===== src/rtl/serial_word_feeder.sv =====
// serial_word_feeder
//   Upstream stage of the serial two's-complement inverter. Accepts parallel
//   words over a valid/ready handshake and shifts them out LSB-first, one bit
//   per t_clk. Each word is preceded by a one-cycle seq_clr pulse that restarts
//   the inverter, so every word is complemented independently.
//
//   Optional feature macro: SERIAL_FEEDER_PREFETCH_EN
//     defined   : one-word holding register; words run back-to-back with a
//                 single seq_clr cycle between them (WIDTH+1 cycles per word).
//     undefined : in_ready only in IDLE; one IDLE cycle between words
//                 (WIDTH+2 cycles per word).
//
// Parameters
//   WIDTH      word length in bits (2..32)
// Ports
//   t_clk      in   system clock, rising edge
//   r          in   asynchronous active-high reset
//   in_data    in   parallel word, bit 0 = LSB
//   in_valid   in   in_data valid
//   in_ready   out  word accepted this cycle when in_valid is high
//   ser_bit    out  serial data bit (registered)
//   bit_valid  out  ser_bit carries a data bit (registered)
//   seq_clr    out  inverter restart, the cycle before bit 0 (registered)
//   word_done  out  pulse in the cycle carrying bit WIDTH-1 (registered)
module serial_word_feeder #(
  parameter int unsigned WIDTH = 8
) (
  input  logic             t_clk,
  input  logic             r,
  input  logic [WIDTH-1:0] in_data,
  input  logic             in_valid,
  output logic             in_ready,
  output logic             ser_bit,
  output logic             bit_valid,
  output logic             seq_clr,
  output logic             word_done
);

  localparam int unsigned    CW   = (WIDTH > 1) ? $clog2(WIDTH) : 1;
  localparam logic [CW-1:0]  LAST = CW'(WIDTH - 1);

  typedef enum logic [1:0] {
    IDLE  = 2'd0,
    CLR   = 2'd1,
    SHIFT = 2'd2
  } state_t;

  state_t           state, state_n;
  logic [WIDTH-1:0] shreg, shreg_n;
  logic [CW-1:0]    cnt, cnt_n;
  logic             ser_bit_n, bit_valid_n, seq_clr_n, word_done_n;
  logic             take;

`ifdef SERIAL_FEEDER_PREFETCH_EN
  logic [WIDTH-1:0] hold, hold_n;
  logic             hold_v, hold_v_n;
`endif

  // in_ready is the only unregistered output; it is decoded from state and
  // held low for as long as reset is applied.
  always_comb begin
    in_ready = 1'b0;
    if (!r) begin
      unique case (state)
        IDLE:       in_ready = 1'b1;
`ifdef SERIAL_FEEDER_PREFETCH_EN
        CLR, SHIFT: in_ready = ~hold_v;
`else
        CLR, SHIFT: in_ready = 1'b0;
`endif
        default:    in_ready = 1'b0;
      endcase
    end
  end

  assign take = in_valid & in_ready;

  // Outputs are registered, so each branch computes what the next cycle
  // shows: the edge leaving CLR already presents bit 0, and cnt tracks the
  // index of the bit currently on ser_bit.
  always_comb begin
    state_n     = state;
    shreg_n     = shreg;
    cnt_n       = cnt;
    ser_bit_n   = 1'b0;
    bit_valid_n = 1'b0;
    seq_clr_n   = 1'b0;
    word_done_n = 1'b0;
`ifdef SERIAL_FEEDER_PREFETCH_EN
    hold_n      = hold;
    hold_v_n    = hold_v;
    if (take && (state != IDLE)) begin
      hold_n   = in_data;
      hold_v_n = 1'b1;
    end
`endif

    unique case (state)
      IDLE: begin
        if (take) begin
          shreg_n   = in_data;
          cnt_n     = '0;
          seq_clr_n = 1'b1;
          state_n   = CLR;
        end
      end

      CLR: begin
        ser_bit_n   = shreg[0];
        bit_valid_n = 1'b1;
        shreg_n     = shreg >> 1;
        cnt_n       = '0;
        word_done_n = (LAST == '0);
        state_n     = SHIFT;
      end

      SHIFT: begin
        if (cnt != LAST) begin
          ser_bit_n   = shreg[0];
          bit_valid_n = 1'b1;
          shreg_n     = shreg >> 1;
          cnt_n       = cnt + CW'(1);
          word_done_n = (cnt_n == LAST);
        end else begin
`ifdef SERIAL_FEEDER_PREFETCH_EN
          // A word arriving on the very edge of the last bit bypasses hold
          // so it is not stranded when the FSM would otherwise go idle.
          if (hold_v) begin
            shreg_n   = hold;
            hold_v_n  = 1'b0;
            cnt_n     = '0;
            seq_clr_n = 1'b1;
            state_n   = CLR;
          end else if (take) begin
            shreg_n   = in_data;
            hold_v_n  = 1'b0;
            cnt_n     = '0;
            seq_clr_n = 1'b1;
            state_n   = CLR;
          end else begin
            state_n   = IDLE;
          end
`else
          state_n = IDLE;
`endif
        end
      end

      default: state_n = IDLE;
    endcase
  end

  always_ff @(posedge t_clk or posedge r) begin
    if (r) begin
      state     <= IDLE;
      shreg     <= '0;
      cnt       <= '0;
      ser_bit   <= 1'b0;
      bit_valid <= 1'b0;
      seq_clr   <= 1'b0;
      word_done <= 1'b0;
`ifdef SERIAL_FEEDER_PREFETCH_EN
      hold      <= '0;
      hold_v    <= 1'b0;
`endif
    end else begin
      state     <= state_n;
      shreg     <= shreg_n;
      cnt       <= cnt_n;
      ser_bit   <= ser_bit_n;
      bit_valid <= bit_valid_n;
      seq_clr   <= seq_clr_n;
      word_done <= word_done_n;
`ifdef SERIAL_FEEDER_PREFETCH_EN
      hold      <= hold_n;
      hold_v    <= hold_v_n;
`endif
    end
  end

endmodule


===== config.mk =====
export PLATFORM = sky130hd
export DESIGN_NAME = serial_word_feeder
export DESIGN_NICKNAME = d
export VERILOG_FILES = /design/src/rtl/serial_word_feeder.sv
export SDC_FILE = /design/constraint.sdc
export NUM_CORES = 1
export LEC_CHECK = 0
export CAP_MARGIN = 5
export CORE_MARGIN = 2
export CORE_UTILIZATION = 54
export DETAILED_ROUTE_END_ITERATION = 10
export HOLD_SLACK_MARGIN = 0.1
export PLACE_DENSITY = 0.82
export SYNTH_ARGS = -nofsm -noshare
export SYNTH_HDL_FRONTEND = slang
export SYNTH_SLANG_ARGS = --single-unit

===== constraint.sdc =====
create_clock -name t_clk -period 4.95 [get_ports t_clk]
set_input_delay 1.2375 -clock t_clk [delete_from_list [all_inputs] [get_ports t_clk]]
set_output_delay 1.2375 -clock t_clk [all_outputs]
set_load 0.1 [all_outputs]

==> impl_metrics.ini <==
[pwr]
power_density_nw_per_um2 = 613.5
peakVddDrop_uv = 342.3
static-leakage-power_uw = 0.0005246

[cts]
clk_latency_ns = 0.29
clk_path_buf_depth = 2
numClockSinks = 17
path_clk_slew_ns = 0.10
clock-root-buffer = sky130_fd_sc_hd__clkbuf_4
gates_resized_cts_repair = 0
tritoncts = done
cts_made_buffers = 3
cts-htree-levels = 1
cts.hold.buffers_added = 0
post_cts.repair.setup_buffers = 0

[critical_path]
critPathRequiredTime_ns = 3.71
worst_setup_end_kind = output pin
critical_path_arrival_ns = 2.08
critPathSlowestCell = sky130_fd_sc_hd__clkdlybuf4s50_1
reg2reg_setup_slack_ns = 3.02
r2r-end = shreg[1]
worstPathBufferInverterCount = 2
timing.critical_path.slowest_cell_delay_ns = 0.44
setup.worst_path.start_class = input pin
critical_path.top_delay_family = buffers and inverters
path_cells = clkdlybuf4s50_1 > nor2_1 > buf_4
critPathKind = input pin to output pin
startpoint_of_the_most_critical_register_to_register_path = cnt[0]
timing.reg2reg.worst_path_depth = 4
cp_max_fo = 3

[logic_synthesis]
synth.yosys.warnings = 0
post-synth-top-area-cell = sky130_fd_sc_hd__dfrtp_1
post_synthesis_instance_area_um2 = 903.4
synth_cell_types = 20
post-synth-top-area-fraction_pct = 47.09
syn-instance-count = 71
synth_area_per_cell_um2 = 12.72
top_cells_by_area_synth = sky130_fd_sc_hd__dfrtp_1 47%, sky130_fd_sc_hd__mux2_2 20%, sky130_fd_sc_hd__ha_1 9.7%
synthesized_nets = 89
share_of_synthesized_area_occupied_by_flip_flops_and_latches_pct = 47.09
synth.ff_latch_count = 17

[sta]
worst_slew_pin_slew_ns = 0.9716
layout_worst_path_cycle_share_pct = 67.07
achievable-frequency_ghz = 0.3012
finalHoldViolations = 0
final_max_tran_viols = 0
fin_worst_skew_ns = 0.004276
final.min_clock_period_ns = 3.320
finalSetupViolations = 0
hold_slack_ns = 0.4959
timing.max_slew.rel_slack_pct = 35.02
rsz0062_at_grt = no
total_negative_setup_slack_ns = 0

[layout]
layout.cells.most_common_list = 17 x sky130_fd_sc_hd__dfrtp_1, 16 x sky130_fd_sc_hd__mux2_2, 14 x sky130_fd_sc_hd__clkdlybuf4s50_1, 7 x sky130_fd_sc_hd__ha_1, 5 x sky130_fd_sc_hd__inv_1
ant_diodes = 0
post-route-cell-area_um2 = 1095
layout-drive-gt1-share_pct = 26.97
fin_nets = 108
synthToLayoutAreaGrowth_pct = 21.19
layout.cells.most_common = sky130_fd_sc_hd__dfrtp_1

[floorplan]
fp.dieArea_um2 = 2016
die-width_um = 44.90
floorplan.die.height_um = 44.90
start_util_pct = 58.60
rows = 14
num_io_pins = 16
core_area_um2 = 1541

[global_route]
pin_count_of_the_biggest_net_entering_global_routing = 18
global_route.overflow_total = 0
grt_antenna_before_repair = 0
grt_first_pass_wirelength_um = 2739
grt_usage_pct = 19.58
grt_pass1_vias = 626

[hold_path]
worstHoldStart = shreg[0]
hp-class = flip-flop to flip-flop
min_path_cells = 1
timing.hold.worst_endpoint = ser_bit

[place]
io_buffer_count = 15
postPlaceCellArea_um2 = 1067
dp_hpwl_um = 1131
gp_congestion = 0.7650

[detailed_routing]
detail_route.vias_per_cell = 5.495
drt_pre_antenna_iters = 3
wl_um = 1462
drc = 0
routedWlPerCell_um = 13.92
via_count = 577
drt.antenna.violating_nets = 0
detail_route.iter0.violations = 7

[run]
maxCapViolCount = 0

[outcome]
run_status = completed
-- routing by layer --
layer	track usage, %	routed length, µm	vias to the layer above
met1	24.94	705	273
li1	-	-	285
met4	10.59	40	0
met5	0	0	-
met3	4.800	65	5
met2	30.72	650	14
-- worst max-delay path by stage --
| stage | from | endpoint | slack (ns) | cells after the start |
|---|---|---|---|---|
| after floorplan | r | in_ready | 1.22 | 1 |
| after global placement | r | in_ready | 1.65 | 3 |
| after detailed placement | r | in_ready | 1.63 | 3 |
| after CTS | r | in_ready | 1.63 | 3 |
| after global routing | r | in_ready | 1.59 | 3 |
| final | r | in_ready | 1.63 | 3 |
-- worst register-to-register path, cell delays in order (launching register included) --
cell	delay, ns
sky130_fd_sc_hd__dfrtp_1	0.43
sky130_fd_sc_hd__ha_1	0.22
sky130_fd_sc_hd__ha_1	0.27
sky130_fd_sc_hd__a221oi_4	0.53
sky130_fd_sc_hd__mux2_2	0.39
-- cell families (layout without fill, tap and decap cells) --
kind of cell	after synthesis	in the layout	synth area share, %
adder cells (fa/ha/maj)	7	7	9.695
buffers and inverters	6	24	2.493
AO/OA/AOI/OAI	9	9	9.834
AND/OR/NAND/NOR	16	16	10.94
multiplexers	16	16	19.94
flip-flops	17	17	47.09
-- cell usage after synthesis --
| cell type | count |
|---|---|
| sky130_fd_sc_hd__dfrtp_1 | 17 |
| sky130_fd_sc_hd__mux2_2 | 16 |
| sky130_fd_sc_hd__ha_1 | 7 |
| sky130_fd_sc_hd__inv_1 | 5 |
| sky130_fd_sc_hd__and3_1 | 4 |
| sky130_fd_sc_hd__nor2_1 | 4 |
| sky130_fd_sc_hd__a221o_1 | 3 |
| sky130_fd_sc_hd__and2_1 | 2 |
| sky130_fd_sc_hd__nor2b_1 | 2 |
| sky130_fd_sc_hd__a21boi_0 | 1 |
| sky130_fd_sc_hd__a21o_1 | 1 |
| sky130_fd_sc_hd__a21oi_1 | 1 |
| sky130_fd_sc_hd__a221oi_4 | 1 |
| sky130_fd_sc_hd__clkbuf_1 | 1 |
| sky130_fd_sc_hd__nand2_1 | 1 |
| sky130_fd_sc_hd__nand2b_1 | 1 |
| sky130_fd_sc_hd__nand2b_4 | 1 |
| sky130_fd_sc_hd__nor3_2 | 1 |
| sky130_fd_sc_hd__o21a_1 | 1 |
| sky130_fd_sc_hd__o21ai_0 | 1 |
-- power breakdown --
group          total [µW]  internal [µW]  switching (µW)
sequential            224            195            28.9
combinational         375            171             204
clock                73.0           30.1            42.9
total                 672            395             276
-- per-stage QoR --
step / total power, µW / utilization (%) / worst slack (ns) / cells
after floorplan: 529.5 / - / 1.224 / 71
after global placement: 592.3 / 69.24 / 1.654 / 101
after detailed placement: 602.6 / 69.24 / 1.631 / 101
after CTS: 677.2 / 71.02 / 1.625 / 105
after global routing: 725.9 / 71.02 / 1.594 / 105
final: 671.7 / 71.02 / 1.630 / 105
-- state kept, by name, indices dropped and copies added, names as in the netlist --
name       flops
bit_valid      1
seq_clr        1
state          2
cnt            3
word_done      1
shreg          8
ser_bit        1
-- layout make-up --
type,instances,area [µm²]
Tap cell,16,20.02
Clock inverter,1,5.005
Multi-Input combinational cell,48,455.4
Fill cell,116,446.7
Timing Repair Buffer,15,147.6
Sequential cell,17,425.4
Inverter,5,18.77
Clock buffer,3,22.52
Power figures use the tool's default switching activity.
